## config.mk

```make
export PLATFORM = sky130hd
export DESIGN_NAME = multicycle_cond_logic_flat
export DESIGN_NICKNAME = d
export VERILOG_FILES = /design/src/rtl/multicycle_cond_logic_if.sv /design/src/rtl/multicycle_cond_logic.sv /design/src/flat_wrapper.sv
export SDC_FILE = /design/constraint.sdc
export NUM_CORES = 1
export LEC_CHECK = 0
export CAP_MARGIN = 30
export CORE_ASPECT_RATIO = 1.75
export CORE_MARGIN = 2
export CORE_UTILIZATION = 50
export DETAILED_ROUTE_END_ITERATION = 8
export PLACE_DENSITY = 0.88
export SLEW_MARGIN = 20
export SYNTH_ARGS = -nofsm -noshare
export SYNTH_HDL_FRONTEND = slang
export SYNTH_SLANG_ARGS = --single-unit
```

## constraint.sdc

```tcl
create_clock -name clk -period 5.9 [get_ports clk]
set_input_delay 0.59 -clock clk [delete_from_list [all_inputs] [get_ports clk]]
set_output_delay 0.59 -clock clk [all_outputs]
set_load 0.02 [all_outputs]
```

## src/rtl/multicycle_cond_logic_if.sv

```systemverilog
// Control bundle between the multicycle decoder/FSM and the conditional-execution logic.
// The slave side is the conditional logic; the master side drives the raw controls.
interface multicycle_cond_logic_if;
    logic [3:0]  Cond;
    logic [3:0]  ALUFlags;
    logic [1:0]  FlagW;
    logic        PCS;
    logic        RegW;
    logic        MemW;
    logic        NextPC;
    logic        NoWrite;
    logic        IRWrite;
    logic        PCWrite;
    logic        RegWrite;
    logic        MemWrite;
    logic [3:0]  Flags;
    logic        CondEx;
    logic [15:0] ExecCnt;
    logic [15:0] SkipCnt;

    modport master (
        output Cond, ALUFlags, FlagW, PCS, RegW, MemW, NextPC, NoWrite, IRWrite,
        input  PCWrite, RegWrite, MemWrite, Flags, CondEx, ExecCnt, SkipCnt
    );

    modport slave (
        input  Cond, ALUFlags, FlagW, PCS, RegW, MemW, NextPC, NoWrite, IRWrite,
        output PCWrite, RegWrite, MemWrite, Flags, CondEx, ExecCnt, SkipCnt
    );
endinterface

```

## src/rtl/multicycle_cond_logic.sv

```systemverilog
// ARM-style conditional execution for a multicycle core: latches the condition result once
// per decoded instruction, gates the write enables, and counts executed/skipped instructions.
module multicycle_cond_logic (
    input logic                  clk,
    input logic                  Reset,
    multicycle_cond_logic_if.slave bus
);
    logic        decode_valid_q;
    logic        cond_ex_q,  cond_ex_d;
    logic [3:0]  flags_q,    flags_d;
    logic [15:0] exec_cnt_q, exec_cnt_d;
    logic [15:0] skip_cnt_q, skip_cnt_d;
    logic        cond_pass;
    logic        flag_n, flag_z, flag_c, flag_v;

    assign {flag_n, flag_z, flag_c, flag_v} = flags_q;

    // Uses the architectural flags, so a flag write in the decode cycle is not yet visible.
    always_comb begin
        cond_pass = 1'b1;
        unique case (bus.Cond)
            4'b0000: cond_pass = flag_z;
            4'b0001: cond_pass = !flag_z;
            4'b0010: cond_pass = flag_c;
            4'b0011: cond_pass = !flag_c;
            4'b0100: cond_pass = flag_n;
            4'b0101: cond_pass = !flag_n;
            4'b0110: cond_pass = flag_v;
            4'b0111: cond_pass = !flag_v;
            4'b1000: cond_pass = flag_c && !flag_z;
            4'b1001: cond_pass = !flag_c || flag_z;
            4'b1010: cond_pass = (flag_n == flag_v);
            4'b1011: cond_pass = (flag_n != flag_v);
            4'b1100: cond_pass = !flag_z && (flag_n == flag_v);
            4'b1101: cond_pass = flag_z || (flag_n != flag_v);
            4'b1110: cond_pass = 1'b1;
            4'b1111: cond_pass = 1'b1;
        endcase
    end

    always_comb begin
        cond_ex_d  = cond_ex_q;
        exec_cnt_d = exec_cnt_q;
        skip_cnt_d = skip_cnt_q;
        flags_d    = flags_q;

        if (decode_valid_q) begin
            cond_ex_d = cond_pass;
            if (cond_pass) begin
                if (exec_cnt_q != 16'hFFFF) exec_cnt_d = exec_cnt_q + 16'd1;
            end else begin
                if (skip_cnt_q != 16'hFFFF) skip_cnt_d = skip_cnt_q + 16'd1;
            end
        end

        // Flag writes are gated by the currently latched CondEx, not the new decode result.
        if (bus.FlagW[1] && cond_ex_q) flags_d[3:2] = bus.ALUFlags[3:2];
        if (bus.FlagW[0] && cond_ex_q) flags_d[1:0] = bus.ALUFlags[1:0];
    end

    always_ff @(posedge clk or negedge Reset) begin
        if (!Reset) begin
            decode_valid_q <= 1'b0;
            cond_ex_q      <= 1'b0;
            flags_q        <= 4'b0000;
            exec_cnt_q     <= 16'd0;
            skip_cnt_q     <= 16'd0;
        end else begin
            decode_valid_q <= bus.IRWrite;
            cond_ex_q      <= cond_ex_d;
            flags_q        <= flags_d;
            exec_cnt_q     <= exec_cnt_d;
            skip_cnt_q     <= skip_cnt_d;
        end
    end

    assign bus.PCWrite  = (bus.PCS && cond_ex_q) || bus.NextPC;
    assign bus.RegWrite = bus.RegW && cond_ex_q && !bus.NoWrite;
    assign bus.MemWrite = bus.MemW && cond_ex_q;
    assign bus.Flags    = flags_q;
    assign bus.CondEx   = cond_ex_q;
    assign bus.ExecCnt  = exec_cnt_q;
    assign bus.SkipCnt  = skip_cnt_q;
endmodule
```

## src/flat_wrapper.sv

```systemverilog
// flat-port wrapper written by rule: the top's interface ports become plain ports
module multicycle_cond_logic_flat 
  (clk, Reset, bus_Cond, bus_ALUFlags, bus_FlagW, bus_PCS, bus_RegW, bus_MemW, bus_NextPC, bus_NoWrite, bus_IRWrite, bus_PCWrite, bus_RegWrite, bus_MemWrite, bus_Flags, bus_CondEx, bus_ExecCnt, bus_SkipCnt);
  multicycle_cond_logic_if bus_i ();
  input logic clk;
  input logic Reset;
  input wire logic [$bits(bus_i.Cond)-1:0] bus_Cond;
  input wire logic [$bits(bus_i.ALUFlags)-1:0] bus_ALUFlags;
  input wire logic [$bits(bus_i.FlagW)-1:0] bus_FlagW;
  input wire logic [$bits(bus_i.PCS)-1:0] bus_PCS;
  input wire logic [$bits(bus_i.RegW)-1:0] bus_RegW;
  input wire logic [$bits(bus_i.MemW)-1:0] bus_MemW;
  input wire logic [$bits(bus_i.NextPC)-1:0] bus_NextPC;
  input wire logic [$bits(bus_i.NoWrite)-1:0] bus_NoWrite;
  input wire logic [$bits(bus_i.IRWrite)-1:0] bus_IRWrite;
  output wire logic [$bits(bus_i.PCWrite)-1:0] bus_PCWrite;
  output wire logic [$bits(bus_i.RegWrite)-1:0] bus_RegWrite;
  output wire logic [$bits(bus_i.MemWrite)-1:0] bus_MemWrite;
  output wire logic [$bits(bus_i.Flags)-1:0] bus_Flags;
  output wire logic [$bits(bus_i.CondEx)-1:0] bus_CondEx;
  output wire logic [$bits(bus_i.ExecCnt)-1:0] bus_ExecCnt;
  output wire logic [$bits(bus_i.SkipCnt)-1:0] bus_SkipCnt;
  assign bus_i.Cond = bus_Cond;
  assign bus_i.ALUFlags = bus_ALUFlags;
  assign bus_i.FlagW = bus_FlagW;
  assign bus_i.PCS = bus_PCS;
  assign bus_i.RegW = bus_RegW;
  assign bus_i.MemW = bus_MemW;
  assign bus_i.NextPC = bus_NextPC;
  assign bus_i.NoWrite = bus_NoWrite;
  assign bus_i.IRWrite = bus_IRWrite;
  assign bus_PCWrite = bus_i.PCWrite;
  assign bus_RegWrite = bus_i.RegWrite;
  assign bus_MemWrite = bus_i.MemWrite;
  assign bus_Flags = bus_i.Flags;
  assign bus_CondEx = bus_i.CondEx;
  assign bus_ExecCnt = bus_i.ExecCnt;
  assign bus_SkipCnt = bus_i.SkipCnt;
  multicycle_cond_logic u_core (.clk(clk), .Reset(Reset), .bus(bus_i));
endmodule
```

# Word-level counts from Yosys, hierarchy flattened
# Cells that the tools add are included.
[classes] add_sub_neg=2 n_mul=0 div_mod_pow=0 magnitude_cmp=0 eq_ne=19 n_shift=0 muxes=1 n_bitwise=1 reduce_logical=20
[op_table] operator="$add A16 B1 Y16 const B" n=2
[op_table] operator="$eq A4 B4 Y1 const B" n=8
[op_table] operator="$ne A16 B16 Y1 const B" n=2
[op_table] operator="$eq A4 B3 Y1 const B" n=4
[op_table] operator="$pmux W1 S15" n=1
[op_table] operator="$eq A4 B2 Y1 const B" n=2
[op_table] operator="$logic_and A1 B1 Y1" n=8
[op_table] operator="$reduce_and A3 Y1" n=2
[op_table] operator="$logic_not A1 Y1" n=5
[op_table] operator="$eq A4 B1 Y1 const B" n=1
[op_table] operator="$logic_not A4 Y1" n=1
[op_table] operator="$logic_or A1 B1 Y1" n=3
[op_table] operator="$reduce_or A2 Y1" n=1
[op_table] operator="$eq A1 B1 Y1" n=1
[op_table] operator="$ne A1 B1 Y1" n=1
[op_table] operator="$not A1 Y1" n=1
[totals] regBits=38 latch_bits=0 ram_bits=0 romBits=0 in_bits=18 wordCells=49 memories=0

# Depth between registers and ports, before layout
[depth] word_depth=5 depth_mapped=9 depth_no_buf=7

# Worst setup path after synthesis
# No wires, ideal clock.
[synth_timing] path_type="input to register" start="input bus_Cond[3]" end="register u_core.exec_cnt_q[4], in the netlist u_core.bus.ExecCnt[4]" arrival_time_ns=2.500 required_time_ns=5.769 setup_slack_ns=3.269 path_stages=8 cell_sequence="buf_2 -> and2_1 -> or4b_1 -> a311o_1 -> a311oi_4 -> buf_6 -> nand3_1 -> xnor2_1"
[synth_via] elab_chain_len=4 word_cells_on_any_way=19 cone_classes="eq/ne: 15; mux: 1; reduce/logical: 3"
[synth_rtl] element="start, declared" line_no="flat_wrapper.sv:7" rtl="input wire logic [$bits(bus_i.Cond)-1:0] bus_Cond;"
[synth_rtl] element="$eq A4 B4 Y1" line_no="multicycle_cond_logic.sv:21" rtl="unique case (bus.Cond)"
[synth_rtl] element="$reduce_or A2 Y1 (no source line)"
[synth_rtl] element="$pmux W1 S15 (*)" line_no="multicycle_cond_logic.sv:21"
[synth_rtl] element="$reduce_and A3 Y1 (no source line) (*)"
[synth_rtl] element="end signal, assigned" line_no="multicycle_cond_logic.sv:72" rtl="exec_cnt_q <= exec_cnt_d;"
[synth_rtl] element="end, declared" line_no="multicycle_cond_logic.sv:11" rtl="logic [15:0] exec_cnt_q, exec_cnt_d;"
# Every way passes the cells marked *; elsewhere a longest branch is shown, timed or not.
# A chain may end at the register's enable or synchronous reset.

# Worst setup path after layout
[layout_timing] start="input bus_Cond[3]" end="register u_core.exec_cnt_q[1], in the netlist u_core.bus.ExecCnt[1]"
# The elaborated chain is that of the path after synthesis.

==> results.yml <==
sta:
  rsz0062_at_grt: "false"
  worst_slew_pin_slew_ps: 809
  fin_setup_tns_ps: 0
  fin_crit_ps: 3180
  period_share: 0.539
  relSlewSlack: 0.461
  slew_viol_final: 0
  fin_hold_ws_ps: 396
  report.final.hold_viol_count: 0
  setup_violations: 0
  clock.fmax_mhz: 315
  clock_skew_ps: 4.02
clocking:
  cts_buffers: 5
  postCtsSetupBuffers: 0
  cts_root_buf: "clkbuf_8"
  cts-resized-gates: 0
  cts_tree: "built"
  cts_max_level: 2
  clk_latency_ps: 280
  clk_pin_slew_ps: 70
  cts_sinks: 38
  cts_hold_buf: 0
  clock_path_buffers: 2
power:
  share_comb_of_total_power: 0.352
  power_frac_seq: 0.452
  internal_power_uw: 534
  p_sw_frac: 0.351
  power.switching_uw: 289
  vdd_ir_drop_max_uv: 279
  p_clk_frac: 0.196
  power_uw: 822
  leakagePower_uw: 0.00112
  powerDensity_nw_per_um2: 314
worst_setup_path:
  critPathKind: "in2reg"
  crit_path_start_kind: "input port"
  ff2ff_path_depth: 5
  path_max_fanout: 15
  critPathArrivalTime_ps: 3350
  end_kind: "flop"
  required_ps: 6070
grt:
  antenna_found_initial: 0
  grt_pass1_vias: 1607
  grt_max_degree: 39
  grt_pass1_wl_um: 7040
  grt_overflow_total: 0
  track_usage: 0.212
cells_and_area:
  drive_gt1_frac: 0.0488
  area_growth_pct: 34.5
  fin_nets: 266
  fillers: 289
  antenna_cells: 0
  multi_input_area_um2: 941
  ff_latch_area_um2: 951
floorplan:
  io_pins: 58
  dieArea_um2: 4430
  rows: 30
  die_h_um: 86.6
  core-area_um2: 3790
  initial_utilization: 0.514
  die_w_um: 51.2
status:
  outcome: "completed"
synth:
  synth_warnings: 0
  synth_edf_count: 0
  synth_top_area_cell: "dfrtp_1"
  async_reset_ff_frac: 1.00
  synth_top_cell_area_share: 0.488
  ys_types: 38
  netlist_area_um2: 1950
  yosysSeqAreaShare: 0.488
  ys_seq_elements: 38
  syn_inst: 187
  synthesis.nets: 207
  synth_area_leaders: "dfrtp_1 (49%), xnor2_1 (7.6%), xor2_1 (5.8%)"
  syn_avg_cell_area_um2: 10.4
  synth_top_flop_cell: "dfrtp_1"
routing:
  highest_layer: "met4"
  wl_met3_um: 167
  drt-initial-drc-count: 35
  wl_um: 4100
  wire_per_inst_um: 14.0
  drc: 0
  drt_pass1_iterations: 6
  wl_met2_um: 2350
  met1_length_um: 1510
  vias: 1627
  vias_per_cell: 5.53
  postRouteAntennaNets: 0
place:
  io_buffers: 57
  gp_congestion: 0.758
  hpwl_um: 3090
worst_hold_path:
  min_path_type: "in2async"
job:
  drv_cap: 0
synth_stat cells, types with 4 or more instances:
library cell	number
and3_1	6
dfrtp_1	38
inv_1	7
mux2_2	5
nand2_1	15
nand3_1	19
nand4_1	5
nor2_1	13
nor3_1	6
nor4_1	4
xnor2_1	17
xor2_1	13
worst max-delay path, stage by stage:
cell             delay (ps)
clkdlybuf4s50_1         620
and2_1                  230
or4b_1                  440
a311o_1                 390
a311oi_4                670
mux2_2                  400
layout by cell type, fill, tap and decap left out, types with 2 or more instances in the layout:
| cell type | n |
|---|---|
| nand3_1 | 19 |
| nor3_1 | 6 |
| dfrtp_1 | 38 |
| a21oi_1 | 3 |
| nand4_1 | 5 |
| nor2_1 | 13 |
| xor2_1 | 13 |
| clkbuf_8 | 5 |
| mux2_2 | 5 |
| o21ai_0 | 2 |
| mux2_1 | 3 |
| clkdlybuf4s50_1 | 56 |
| nor4_1 | 4 |
| inv_1 | 7 |
| and3_1 | 6 |
| xnor2_1 | 17 |
| or3b_1 | 2 |
| and4_1 | 3 |
| and2_1 | 3 |
| nand2_1 | 15 |
| ha_1 | 2 |
| clkbuf_1 | 2 |
layout make-up:
cell class | count | area share
flip-flops and latches | 38 | 0.363
multi-input cells | 137 | 0.359
repair buffers | 57 | 0.216
clock buffers | 7 | 0.0291
well taps | 48 | 0.0229
inverters | 7 | 0.0100
routing by layer:
layer | track usage | vias up
li1 | - | 782
met1 | 0.225 | 787
met2 | 0.380 | 50
met3 | 0.0448 | 8
met4 | 0.113 | 0
met5 | 0 | -
through the flow:
stage | cells | utilization | instance area, um2 | setup slack (ps)
finish | 294 | 0.691 | 2620 | 2720
global route | 294 | 0.691 | 2620 | 2520
CTS | 294 | 0.691 | 2620 | 2730
detailed placement | 287 | 0.671 | 2540 | 2440
global placement | 287 | 0.671 | 2540 | 2450
floorplan | 187 | - | 1950 | 3270
flip-flops by register name (all words and copies together), names as in the netlist:
| signal | flops |
|---|---|
| u_core.bus.ExecCnt | 16 |
| u_core.bus.SkipCnt | 16 |
| u_core.bus.Flags | 4 |
| u_core.bus.CondEx | 1 |
| u_core.decode_valid_q | 1 |
cells by family (layout without fill, tap and decap cells):
logic type / count (synthesis) / in the layout / synth area share
AOI/OAI and AO/OA: 15 / 15 / 0.0655
xor gates and xnor gates: 30 / 30 / 0.135
adders and majority gates: 2 / 2 / 0.0128
buffers and inverters: 12 / 71 / 0.0289
DFF: 38 / 38 / 0.488
muxes: 9 / 9 / 0.0514
and+or+nand+nor: 81 / 81 / 0.218
worst paths after layout:
| path | start | slack [ps] | to |
|---|---|---|---|
| max | bus_Cond[3] | 2720 | u_core.bus.ExecCnt[1] |
| min | Reset | 400 | u_core.bus.SkipCnt[3] |
| max reg2reg | u_core.bus.Flags[0] | 3190 | u_core.bus.ExecCnt[1] |
| min reg2reg | u_core.bus.ExecCnt[6] | 500 | u_core.bus.ExecCnt[6] |
| max in group asynchronous | Reset | 4990 | u_core.bus.Flags[3] |
| min in group clk | u_core.bus.ExecCnt[6] | 500 | u_core.bus.ExecCnt[6] |
power by group through the flow:
stage	sequential, uW	combinational, uW	clock, uW
floorplan	417	110	0
global placement	373	286	0
detailed placement	375	291	0
CTS	372	294	166
global route	381	314	177
finish	371	289	162
No activity file was read; power rests on OpenSTA's default activity.
==> edit (same settings) <==
Make the reset (`Reset`) synchronous in one clocked block.
--- a/src/rtl/multicycle_cond_logic.sv
+++ b/src/rtl/multicycle_cond_logic.sv
@@ -59,5 +59,5 @@
     end
 
-    always_ff @(posedge clk or negedge Reset) begin
+    always_ff @(posedge clk) begin
         if (!Reset) begin
             decode_valid_q <= 1'b0;
Check against the original RTL: differs if Reset is asserted again (counterexample within 4 cycles, from zero or initial values and one cycle with Reset low); with Reset held inactive, the same outputs for 10 cycles.
==> edit against the unedited design <==
Sequential share of layout area down 7.9 points. Global-route usage rose by 1.1 points. Worst setup slack better by 410 ps. Synthesized cell count grew 36%. Area after synthesis grew 5.2%. Routed wire length rose by 15%. Sequential cell count stayed put. Cell area rose by 2.4%. Critical path type unchanged.
Power is not compared: it rests on default switching activity, and its combinational part moved more than twofold at a synthesized area within 25%.
==> edit: results (changes against the unedited design) <==
metric,value,unit,change
grt_pass1_wl,8070,um,was 7040 um
clock_skew,5.24,ps,was 4.02 ps
nFillCells,344,,was 289
synth_fp_nets,274,,was 207
grt_max_degree,30,,was 39
async_flop_share,0,,was 1.00
drt_wl_total,4720,um,was 4100 um
placed_cells_incl_taps,344,,was 287
post-cts-setup-buffers,0,,unchanged
arrival,2970,ps,was 3350 ps
dr.pass1.iters,4,,was 6
wire_per_inst,13.5,um,was 14.0 um
leakage,0.822,nW,
cts_buffer_depth,2,,unchanged
synthCells,254,,was 187
crit_start,bus_Cond[1],,was bus_Cond[3]
hp-class,flip-flop to flip-flop,,was primary input to async pin
numCtsBuffers,5,,unchanged
status,completed,,unchanged
synth_area_leaders,"dfxtp_1 (37%), a21oi_1 (7.1%), nand2_1 (5.1%), nand3_1 (4.4%), o31ai_1 (3.7%)",,"was dfrtp_1 (49%), xnor2_1 (7.6%), xor2_1 (5.8%), nand3_1 (4.9%), mux2_2 (2.9%)"
cts_resized,0,,unchanged
gp_congestion,0.795,,was 0.758
synth_cell_type_count,43,,was 38
h-tree-depth,2,,unchanged
clockRootBuffer,clkbuf_8,,unchanged
hpwlAfterDp,3480,um,was 3090 um
num_antenna_cells,0,,unchanged
ys_warn_count,0,,unchanged
drive_gt1_frac,0.0497,,was 0.0488
clock_insertion_delay_worst_skew,280,ps,about the same
grt_pass1_vias,1865,,was 1607
hp-start,u_core.bus.SkipCnt[7],,
timing.rr.start,u_core.bus.ExecCnt[0],,was u_core.bus.Flags[0]
place_area,2600,sq um,was 2540 sq um
viasPerCell,5.77,,was 5.53
clkTransAtPathRegs,70,ps,about the same
ys_top_cells_by_count,"dfxtp_1 (38), a21oi_1 (29), nand2_1 (28), nand3_1 (18), o21ai_0 (13)",,"was dfrtp_1 (38), nand3_1 (19), xnor2_1 (17), nand2_1 (15)"
max-slew-margin-rel,0.382,,was 0.461
antenna_found_initial,0,,unchanged
peakVddDrop,0.250,mV,
port_buffers,57,,unchanged
ys_seq_area_frac,0.371,,was 0.488
cp_max_fo,19,,was 15
grt_use_total,0.223,,was 0.212
drt-initial-drc-count,27,,was 35
fin_nets,323,,was 266
-- edit: cell types whose count changed after synthesis, sizes merged, moves of 9 or more --
cell,unedited run,this run
a21oi,3,29
xor2,13,2
o21ai,2,13
o31ai,0,10
or3,0,12
nand2,15,28
dfrtp,38,0
or4,1,10
dfxtp,0,38
xnor2,17,2
-- edit: per-stage QoR --
| step | setup slack, ps | util | power (mW) |
|---|---|---|---|
| floorplan | 3630 | - | 0.305 |
| global placement | 3000 | 0.666 | 0.323 |
| detailed placement | 2860 | 0.666 | 0.325 |
| CTS | 3150 | 0.687 | 0.496 |
| global route | 2930 | 0.687 | 0.511 |
| finish | 3130 | 0.687 | 0.491 |
-- edit: worst paths after layout --
path / endpoint / slack [ps] / cells past startpoint
worst max-delay path: u_core.bus.SkipCnt[14] / 3130 / 7
worst min-delay path: u_core.bus.SkipCnt[7] / 490 / 2
worst max register to register: u_core.bus.ExecCnt[9] / 3580 / 7
worst min register to register: u_core.bus.SkipCnt[7] / 490 / 2
-- edit: layout make-up --
cell class / count / share of cell area
inverter: 9 / 0.0126
multi-input combinational: 192 / 0.438
clock buffer: 6 / 0.0308
tap: 48 / 0.0224
sequential: 38 / 0.284
timing repair buffer: 57 / 0.213
-- edit: worst max-delay path, cell delays in order --
cell	delay (ps)
clkdlybuf4s50_1	560
nor3b_1	340
o32ai_2	150
a211oi_2	350
o211ai_2	330
or4_1	500
a21oi_1	160
-- edit: layer usage --
layer / vias up / routed length [um] / global-route usage
li1: 1027 / - / -
met1: 936 / 1840 / 0.255
met2: 44 / 2590 / 0.402
met3: 11 / 172 / 0.0355
met4: 0 / 112 / 0.0909
met5: - / 0 / 0
-- edit: report_power, final --
part,internal [mW],leakage (nW),total [mW],switching (mW)
combinational,0.0264,0.473,0.0554,0.0289
sequential,0.259,0.307,0.264,0.00427
clock,0.0900,0.0431,0.172,0.0821
total,0.376,0.822,0.491,0.115
-- edit: logic make-up after synthesis --
group	after synthesis	synth area share
multiplexers	7	0.0342
XOR/XNOR	4	0.0171
adder cells (fa/ha/maj)	2	0.0122
AO/OA/AOI/OAI	65	0.207
AND/OR/NAND/NOR	114	0.303
flip-flops	38	0.371
buffers and inverters	24	0.0556
